### config.mk
export PLATFORM = sky130hd
export DESIGN_NAME = temp_bcd_conv
export DESIGN_NICKNAME = d
export VERILOG_FILES = /design/src/rtl/temp_bcd_conv.sv
export SDC_FILE = /design/constraint.sdc
export NUM_CORES = 1
export LEC_CHECK = 0
export CAP_MARGIN = 20
export CELL_PAD_IN_SITES_DETAIL_PLACEMENT = 2
export CELL_PAD_IN_SITES_GLOBAL_PLACEMENT = 2
export CORE_MARGIN = 4
export CORE_UTILIZATION = 38
export CTS_BUF_LIST = sky130_fd_sc_hd__clkbuf_4 sky130_fd_sc_hd__clkbuf_8
export DETAILED_ROUTE_END_ITERATION = 6
export HOLD_SLACK_MARGIN = 0.03
export PLACE_DENSITY_LB_ADDON = 0.3
export SYNTH_ARGS = -nofsm -noshare
export SYNTH_HDL_FRONTEND = slang
export SYNTH_SLANG_ARGS = --single-unit
### constraint.sdc
create_clock -name clk_in -period 5.02 [get_ports clk_in]
set_clock_uncertainty 0.2 [all_clocks]
set_input_delay 1.004 -clock clk_in [delete_from_list [all_inputs] [get_ports clk_in]]
set_output_delay 1.004 -clock clk_in [all_outputs]
set_load 0.01 [all_outputs]
### src/rtl/temp_bcd_conv.sv
// DS18B20 temperature word to three BCD digits (tens, units, tenths) plus sign and over-range flags.
// The conversion is a fixed 13-cycle sequence: capture, scale to tenths, 10 double-dabble steps, publish.
module temp_bcd_conv #(
    parameter int unsigned CLAMP_MAX = 999,
    parameter bit          ROUND     = 1'b1
) (
    input  logic        clk_in,
    input  logic        rst_in,
    input  logic        raw_valid,
    input  logic [15:0] raw_temp,
    output logic [3:0]  temp_hun,
    output logic [3:0]  temp_ten,
    output logic [3:0]  temp_unit,
    output logic        temp_neg,
    output logic        over_range,
    output logic        busy,
    output logic        done
);

    typedef enum logic [1:0] {
        ST_IDLE  = 2'd0,
        ST_SCALE = 2'd1,
        ST_CONV  = 2'd2,
        ST_DONE  = 2'd3
    } state_t;

    localparam logic [15:0] CLAMP_W = 16'(CLAMP_MAX);
    localparam logic [15:0] RND_W   = ROUND ? 16'd8 : 16'd0;

    state_t      state_r;
    logic        sign_r;
    logic [11:0] mag_r;
    logic        ovr_r;
    logic [21:0] dd_r;
    logic [3:0]  iter_r;

    logic [11:0] mag_s;
    logic [15:0] scaled_s;
    logic [9:0]  t_s;
    logic        ovr_s;
    logic        unused_s;

    // One double-dabble step: add 3 to every BCD nibble >= 5, then shift the whole register left.
    function automatic logic [21:0] dd_step(input logic [21:0] v);
        logic [21:0] a;
        a = v;
        for (int i = 0; i < 3; i++) begin
            if (a[10 + 4*i +: 4] >= 4'd5) begin
                a[10 + 4*i +: 4] = a[10 + 4*i +: 4] + 4'd3;
            end else begin
                a[10 + 4*i +: 4] = a[10 + 4*i +: 4];
            end
        end
        return {a[20:0], 1'b0};
    endfunction

    assign unused_s = ^raw_temp[14:12];

    // Magnitude of the incoming word and its value in tenths of a degree, saturated at CLAMP_MAX.
    always_comb begin
        mag_s    = raw_temp[15] ? (12'd0 - raw_temp[11:0]) : raw_temp[11:0];
        scaled_s = (({4'd0, mag_r} << 3) + ({4'd0, mag_r} << 1) + RND_W) >> 4;
        if (scaled_s > CLAMP_W) begin
            t_s   = CLAMP_W[9:0];
            ovr_s = 1'b1;
        end else begin
            t_s   = scaled_s[9:0];
            ovr_s = 1'b0;
        end
    end

    // Conversion sequencer with registered digit, flag and handshake outputs.
    always_ff @(posedge clk_in) begin
        if (rst_in) begin
            state_r    <= ST_IDLE;
            sign_r     <= 1'b0;
            mag_r      <= 12'd0;
            ovr_r      <= 1'b0;
            dd_r       <= 22'd0;
            iter_r     <= 4'd0;
            temp_hun   <= 4'd0;
            temp_ten   <= 4'd0;
            temp_unit  <= 4'd0;
            temp_neg   <= 1'b0;
            over_range <= 1'b0;
            busy       <= 1'b0;
            done       <= 1'b0;
        end else begin
            done <= 1'b0;
            case (state_r)
                ST_IDLE: begin
                    if (raw_valid) begin
                        sign_r  <= raw_temp[15];
                        mag_r   <= mag_s;
                        busy    <= 1'b1;
                        state_r <= ST_SCALE;
                    end else begin
                        state_r <= ST_IDLE;
                    end
                end
                ST_SCALE: begin
                    dd_r    <= {12'd0, t_s};
                    ovr_r   <= ovr_s;
                    iter_r  <= 4'd0;
                    state_r <= ST_CONV;
                end
                ST_CONV: begin
                    dd_r   <= dd_step(dd_r);
                    iter_r <= iter_r + 4'd1;
                    if (iter_r == 4'd9) begin
                        state_r <= ST_DONE;
                    end else begin
                        state_r <= ST_CONV;
                    end
                end
                ST_DONE: begin
                    temp_hun   <= dd_r[21:18];
                    temp_ten   <= dd_r[17:14];
                    temp_unit  <= dd_r[13:10];
                    // A zero result is shown unsigned so the display never reads "-0.0".
                    temp_neg   <= sign_r & (dd_r[21:10] != 12'd0);
                    over_range <= ovr_r;
                    busy       <= 1'b0;
                    done       <= 1'b1;
                    state_r    <= ST_IDLE;
                end
                default: begin
                    state_r <= ST_IDLE;
                    busy    <= 1'b0;
                end
            endcase
        end
    end

endmodule

## Word-level counts from Yosys, hierarchy flattened

Index checks and enable logic that the tools add are counted.

- Bits in registers: 58
- Latch bits: 0
- Memory bits (writable): 0
- Memory bits (read-only): 0
- Bits of input ports: 19
- Output and inout bits: 16
- Word-level logic and storage cells: 50
- Memories: 0

- Add/subtract/negate cells: 7
- Multipliers: 0
- Divide/modulo/power cells: 0
- Order comparisons: 4
- Equal/unequal tests: 5
- Shift operators: 0
- Multiplexer cells: 14
- Bitwise logic cells: 1
- Reductions and logical operators: 6

Operator list:

| operator | count |
|---|---|
| case mux 22 bit (2 select lines) | 1 |
| adder 15 x 13 -> 16 bit | 1 |
| adder 16 x 4 -> 16 bit (second input constant) | 1 |
| greater-or-equal comparator 4 x 3 -> 1 bit (second input constant) | 3 |
| > comparator 12 x 10 -> 1 bit (second input constant) | 1 |
| 2-to-1 mux 12 bit | 1 |
| nonzero test 12 bit | 1 |
| subtractor 1 x 12 -> 12 bit (first input constant) | 1 |
| 2-to-1 mux 10 bit | 1 |
| adder 4 x 2 -> 4 bit (second input constant) | 2 |
| 2-to-1 mux 4 bit | 2 |
| case mux 2 bit (4 select lines) | 1 |
| case mux 4 bit (2 select lines) | 1 |
| 2-to-1 mux 1 bit | 5 |
| adder 4 x 1 -> 4 bit (second input constant) | 1 |
| equality test 2 bit (second input constant) | 2 |
| equality test 4 bit (second input constant) | 1 |
| AND reduction 2 bit | 2 |
| nonzero test 2 bit | 2 |
| adder 3 x 2 -> 3 bit (second input constant) | 1 |
| 2-to-1 mux 3 bit | 1 |
| equality test 2 x 1 -> 1 bit (second input constant) | 1 |
| zero test 2 bit | 1 |
| inequality test 2 bit (second input constant) | 1 |
| other kinds (2) | 2 |

## Depth between registers and ports, before layout

Gate-level depths: netlist of run 1.

- Depth after elaboration: 5
- Gate-level depth with buffers: 11
- Gate-level depth less buffers: 11

## Worst setup path after synthesis of run 1

OpenSTA, ideal clock, no wires.

- Path kind: register to register
- Start point: reg mag_r[3]
- End point: reg dd_r[3]
- Library setup time: 116 ps
- Arrival: 2604 ps
- Required time: 4704 ps
- Setup slack: 2099 ps
- Stages on the path, launching flop included: 12
- Buffers on the path: 0
- Period minus slack after synthesis: 2921 ps
- Cells stage by stage: dfxtp_1 > ha_1 > ha_1 > inv_1 > fa_1 > and2b_1 > o2111ai_2 > and3_4 > a2111oi_4 > o2111a_1 > nand3_2 > a41o_1

- Longest elaborated chain between the ends: 5

Ends and longest elaborated chain:

| what | RTL line | text |
|---|---|---|
| start: declaration | 32 | `logic [11:0] mag_r;` |
| start signal: assignment | 94 | `mag_r <= mag_s;` |
| adder 15 x 13 -> 16 bit * | 62 | `scaled_s = (({4'd0, mag_r} << 3) + ({4'd0, mag_r} << 1) + RND_W) >> 4;` |
| adder 16 x 4 -> 16 bit * | 62 |  |
| > comparator 12 x 10 -> 1 bit | 63 | `if (scaled_s > CLAMP_W) begin` |
| 2-to-1 mux 10 bit * | 63 |  |
| case mux 22 bit (2 select lines) * | 90 | `case (state_r)` |
| end signal: assignment | 102 | `dd_r <= {12'd0, t_s};` |
| end signal: assignment | 108 | `dd_r <= dd_step(dd_r);` |
| end: declaration | 34 | `logic [21:0] dd_r;` |

Mark *: on every way between the ends. The rest lies on a longest branch, timed or not.
A chain may end at the register's enable or synchronous reset.

## Worst setup path in the final report of run 1

Ends and elaborated chain as after synthesis.

==> results of run 1 <==
==> metal layers <==
| layer | up-vias | routed length [um] | global-route usage, % |
|---|---|---|---|
| met1 | 1503 | 4360 | 24.8 |
| met2 | 35 | 5360 | 37.2 |
| met4 | 0 | 121 | 7.77 |
| met5 | - | 0 | 0 |
| met3 | 11 | 206 | 2.80 |
| li1 | 1463 | - | - |
==> metrics by stage <==
| stage | power (mW) | utilization [%] | hold slack (ns) |
|---|---|---|---|
| after floorplan | 0.664 | - | 0.220 |
| after global placement | 0.719 | 43.2 | 0.231 |
| after detailed placement | 0.732 | 43.2 | 0.243 |
| after CTS | 1.25 | 45.8 | 0.271 |
| after global routing | 1.30 | 45.8 | 0.295 |
| final | 1.24 | 45.8 | 0.267 |
==> cell families (layout without fill, tap and decap cells) <==
family,after synthesis,in the layout
simple gates,129,129
fa+ha+maj,35,35
flops,58,58
buf+inv,39,69
xor+xnor,16,16
mux,15,15
compound gates,108,108
==> cell type report <==
| cell class | instances | area [sq um] | area share [%] |
|---|---|---|---|
| clock buffer | 12 | 159 | 3.99 |
| clock inverter | 4 | 73.8 | 1.86 |
| inverter | 20 | 75.1 | 1.89 |
| multi-input combinational | 303 | 2050 | 51.5 |
| sequential | 58 | 1160 | 29.2 |
| tap | 108 | 135 | 3.40 |
| timing repair buffer | 33 | 325 | 8.18 |
==> synthesized netlist by cell type (all sizes together), types with 2 or more instances <==
cell type	count	area (sq um)
nand4	3	18.8
nor2	43	161
nand2b	6	37.5
mux2i	14	140
o211ai	3	22.5
and3	5	36.3
xor2	6	52.6
a32o	2	20.0
xnor2	10	87.6
a311o	3	30.0
clkbuf	13	58.8
nor2b	4	25.0
nand2	38	143
nand3b	2	15.0
o21a	2	15.0
nand3	6	35.0
ha	34	425
o21ai	35	175
a31oi	5	31.3
and2	4	25.0
o31ai	5	37.5
dfxtp	58	1160
nor3	10	50.1
a21o	5	37.5
or3	2	12.5
a211oi	7	52.6
a21oi	31	155
buf	6	31.3
a2111oi	2	36.3
inv	20	75.1
==> final timing paths <==
kind / start / endpoint / slack [ns] / depth (start not counted)
setup / recovery: mag_r[3] / dd_r[3] / 1.75 / 11
hold / removal: sign_r / sign_r / 0.27 / 2
setup reg to reg: mag_r[3] / dd_r[3] / 1.75 / 11
hold reg to reg: sign_r / sign_r / 0.27 / 2
==> power by group through the flow <==
stage / Clock [mW] / Combinational [mW] / Sequential (mW)
after detailed placement: 0 / 0.222 / 0.510
after floorplan: 0 / 0.159 / 0.505
after global routing: 0.544 / 0.256 / 0.502
after CTS: 0.522 / 0.230 / 0.500
after global placement: 0 / 0.211 / 0.508
final: 0.510 / 0.226 / 0.500
==> flip-flops by register name (all words and copies together) (netlist names) <==
name and count:
dd_r 22, mag_r 12, iter_r 4, temp_hun 4, temp_ten 4, temp_unit 4
state_r 2, busy 1, done 1, over_range 1, ovr_r 1, sign_r 1
temp_neg 1
==> tightest hold or removal path, delay by kind of cell (launching register included) <==
| kind | cells | cell delay [ns] |
|---|---|---|
| flops | 1 | 0.32 |
| compound gates | 1 | 0.05 |
| simple gates | 1 | 0.05 |
==> cell usage in the layout, fill, tap and decap left out, types with 3 or more instances in the layout <==
cell             netlist  final
dfxtp_1               58     58
nor2_1                43     43
nand2_1               38     38
o21ai_0               35     35
ha_1                  34     34
a21oi_1               31     31
clkdlybuf4s50_1        0     31
inv_1                 19     19
mux2i_1               14     14
clkbuf_8               1     11
nor3_1                10     10
xnor2_1               10     10
a211oi_1               7      7
xor2_1                 6      6
nand2b_1               6      6
a21o_1                 5      5
a31oi_1                5      5
nand3_1                5      5
o31ai_1                5      5
nor2b_1                4      4
and3_1                 4      4
nand4_1                3      3
and2_1                 3      3
o211ai_1               3      3
a311o_1                3      3
==> impl_metrics.ini, run 1 <==
[worst_setup_path]
cp_common_cell = ha_1
critical-path-top-delay-family = compound AO/OA/AOI/OAI gates
slowest_stage = fa_1
cp.arrival_ns = 3.29
crit_buf_inv = 1
worstPathRequired_ns = 5.05
crit_chain = ha_1 > ha_1 > inv_1 > fa_1 > and2b_1 > o2111ai_2 > and3_4 > a2111oi_4 > o2111a_1 > nand3_2 > a41o_1
path_class = reg -> reg
crit_fanout = 6
cp_slowest_stage_delay_ns = 0.40
crit_path_start_kind = flip-flop
endpoint_kind = flip-flop

[outcome]
status = finished, final reports clean

[sta]
setup_viol = 0
finalCritPeriodShare_pct = 65.1
worst_slew_pin_slew_ns = 1.02
slew_viol_final = 0
fin_tns_setup_ns = 0
rsz0062_at_grt = false
post-route-min-period_ns = 3.27
hold_violations = 0
relSlewSlack_pct = 32.0
max_freq_mhz = 306
fin_ws_ns = 1.75

[logic_synthesis]
yosys_warnings = 0
synthAdderAreaFrac_pct = 13.2
yosys_register_bits = 58
synth_top_family_by_area = compound AO/OA/AOI/OAI gates
synth-seq-area-share_pct = 34.4
synthMuxAreaShare_pct = 4.49
synth_area_sq_um = 3370
synth-edff-count = 0
synthXorXnorAreaFrac_pct = 4.15
syn_inst = 400
synth-async-reset-ratio_pct = 0
synthFlopType = dfxtp_1
mappedNetlistNets = 454
yosys.area_share.simple_pct = 18.0
synth_compound_area_share_pct = 20.9
synth_cell_type_count = 54
syn-mean-instance-area_sq_um = 8.44

[floorplan]
ios = 35
chipWidth_um = 102
initial_utilization_pct = 38.9
die_area_sq_um = 10500
fp-row-count = 34
core_sq_um = 8680
die_height_um = 102

[clocking]
ctsResizeCount = 0
cts_hold_buf = 0
cts-root-buf = clkbuf_8
cts.sinks = 58
clockBufferDepth = 2
path_clk_slew_ns = 0.07
htreeDepth = 3
tritoncts = built
post-cts-setup-buffers = 0
cts_buffers = 9
clock_latency_ns = 0.34

[global_route]
grt_max_degree = 38
grt_pass1_wl_um = 16800
grtUsageTotal_pct = 20.7
antenna_found_initial = 0
grt_pass1_vias = 3371
grt-ovfl-total = 0

[power]
switching_share_pct = 28.4
p_per_area_nw_per_um2 = 311
p_sw_mw = 0.351
clockPowerShare_pct = 41.2
combPwrFrac_pct = 18.3
p_int_mw = 0.885
peakVddDrop_uv = 108
power_frac_seq_pct = 40.4
power.static_leakage_nw = 1.56

[placement]
place_ws_ns = 1.70
dp_cells = 522
placed_cell_area_sq_um = 3740
place_congestion = 0.762
portBuffers = 31
dpl.hpwl_um = 7080

[detailed_routing]
wl_per_cell_um = 18.7
drt_first_pass_iters = 4
drt-total-wl_um = 10000
route.detailed.drc = 0
drt_iter0_drc = 84
vias_per_cell = 5.60
route.vias.total = 3012
ant_nets = 0

[final_layout]
fin_area_sq_um = 3980
area_growth_pct = 17.9
fillCellCount = 977
finalNetCount = 479
drive_above_1_share_pct = 6.51
fin_cells = 538
antennaDiodeCount = 0

[hold_path]
hold_path.class = reg -> reg

[run]
cap_violations = 0
No activity file was read; power rests on OpenSTA's default activity.
==> run 2, diff against run 1 <==
- CORE_UTILIZATION: 38 -> 32
- clock period: 5.02 -> 2.9 ns (I/O delays scaled with it)
==> run 2 against run 1 <==
Compared with the run above: the flow now finishes with violations (negative setup slack); clock power grew 36%; flip-flop and latch count is the same; critical path depth is the same; first-iteration DRC count grew 14%; combinational power grew 120%; global-route usage shrank 3.0 points; final cell count grew 8.9%; non-clock buffer count grew 20; register-to-register slack lost 1.9 ns; sequential share of layout area shrank 1.9 points; fmax grew 8.0%.
==> impl_metrics.ini, run 2 (same netlist as run 1, synthesis figures left out) <==
[floorplan]
initial_utilization_pct = 32.8
core_sq_um = 10300
chipWidth_um = 111
die_height_um = 111
fp-row-count = 37
ios = 35
die_area_sq_um = 12300

[final_layout]
multi_input_area_sq_um = 2200
finalNetCount = 499
largest_reg_flops = 22
final_common_cell = dfxtp_1
antennaDiodeCount = 0
fillCellCount = 1167
reg_top3 = dd_r (22), mag_r (12)
mostFrequentLayoutCells = 55 x dfxtp_1, 42 x nor2_1, 38 x nand2_1
fin_cells = 586
largest_register = dd_r
area_growth_pct = 26.3
fin_util_pct = 41.5
drive_above_1_share_pct = 15.8
final-seq-area_sq_um = 1160

[worst_setup_path]
cp.arrival_ns = 3.04
crit_path_start_kind = flip-flop
crit_buf_inv = 1
worstPathRequired_ns = 2.91
crit_fanout = 7
slowest_stage = mux2_4
path_class = reg -> reg
crit_chain = ha_4 > ha_4 > inv_2 > fa_2 > and2b_2 > o2111ai_4 > nand3b_1 > a221oi_2 > mux2_4 > nor2_2 > a31oi_1
cp_slowest_stage_delay_ns = 0.40
critical-path-top-delay-family = compound AO/OA/AOI/OAI gates
cp_common_cell = ha_4
endpoint_kind = flip-flop

[placement]
dpl.hpwl_um = 6960
place_congestion = 0.783
portBuffers = 31
dp_cells = 566

[hold_path]
hold_path.class = reg -> reg

[sta]
post-route-min-period_ns = 3.02
finalCritPeriodShare_pct = 104
hold_violations = 0
max_freq_mhz = 331
fin_ws_ns = -0.125
slew_viol_final = 0
rsz0062_at_grt = true
worst_slew_pin_slew_ns = 0.777
relSlewSlack_pct = 48.0
setup_viol = 11

[outcome]
violations = negative setup slack
status = finished, violations left

[global_route]
grtUsageTotal_pct = 17.7
grt_pass1_vias = 3326
grt_max_degree = 39
grt-ovfl-total = 0
grt_pass1_wl_um = 17800
antenna_found_initial = 0

[detailed_routing]
drt_first_pass_iters = 5
vias_per_cell = 5.28
drt_iter0_drc = 96
drt-total-wl_um = 10900
ant_nets = 0
wl_per_cell_um = 18.5
route.vias.total = 3095
route.detailed.drc = 0

[clocking]
path_clk_slew_ns = 0.07
cts.sinks = 58
cts_hold_buf = 0
tritoncts = built
cts_buffers = 9
clockBufferDepth = 2
htreeDepth = 3
clock_latency_ns = 0.34
cts-root-buf = clkbuf_8

[run]
cap_violations = 0

[power]
p_per_area_nw_per_um2 = 486
power.static_leakage_nw = 1.64
peakVddDrop_uv = 159
-- run 2: timing repair --
action / in CTS / in global routing
resized for setup: 19 / 12
pin swaps: 12 / 4
setup buffers: 2 / 2
endpoints found under the hold margin: 0 / 0
endpoints found under the setup margin: 11 / 11
-- run 2: routing by layer --
metal	vias up	GRT usage [%]	part of all wire [%]
met5	-	0	0
met4	0	4.68	1.6
met3	15	3.22	2.2
met2	40	31.2	50
met1	1536	22.0	46
li1	1504	-	-
-- run 2: per-stage QoR --
stage	TNS (ns)	cell area (sq um)	worst slack, ns	total power [mW]	hold slack [ns]
after floorplan	0	3380	0.0377	1.15	0.220
after global placement	-0.424	3900	-0.128	1.29	0.232
after detailed placement	-1.08	3900	-0.185	1.31	0.250
after CTS	0	4200	0.00769	2.04	0.266
after global routing	-1.77	4260	-0.206	2.19	0.283
final	-0.904	4260	-0.125	2.07	0.253
-- run 2: cell type report --
type                    count  share of cell area [%]
multi-input cells         303                    51.5
well taps                 136                    3.99
repair buffers             53                    11.2
clock buffers              10                    3.23
flip-flops and latches     58                    27.3
inverters                  20                    1.76
clock inverters             6                   0.998
-- run 2: report_power, final --
part	switching [mW]	internal (mW)	total, mW	leakage (nW)
Clock	0.363	0.332	0.695	0.0882
Combinational	0.284	0.223	0.508	1.08
Sequential	0.0342	0.836	0.870	0.472
Total	0.681	1.39	2.07	1.64
-- run 2: path summary, 6_finish.rpt --
check	start	endpoint	slack, ns	cells after the start
setup / recovery	mag_r[1]	dd_r[2]	-0.12	11
hold / removal	dd_r[7]	dd_r[7]	0.25	2
setup reg to reg	mag_r[1]	dd_r[2]	-0.12	11
hold reg to reg	dd_r[7]	dd_r[7]	0.25	2
-- run 2: worst min-delay path: cells and delay by family (launching register included) --
family | cells | cell delay [ns]
DFF | 1 | 0.31
and+or+nand+nor | 1 | 0.05
AOI/OAI and AO/OA | 1 | 0.05
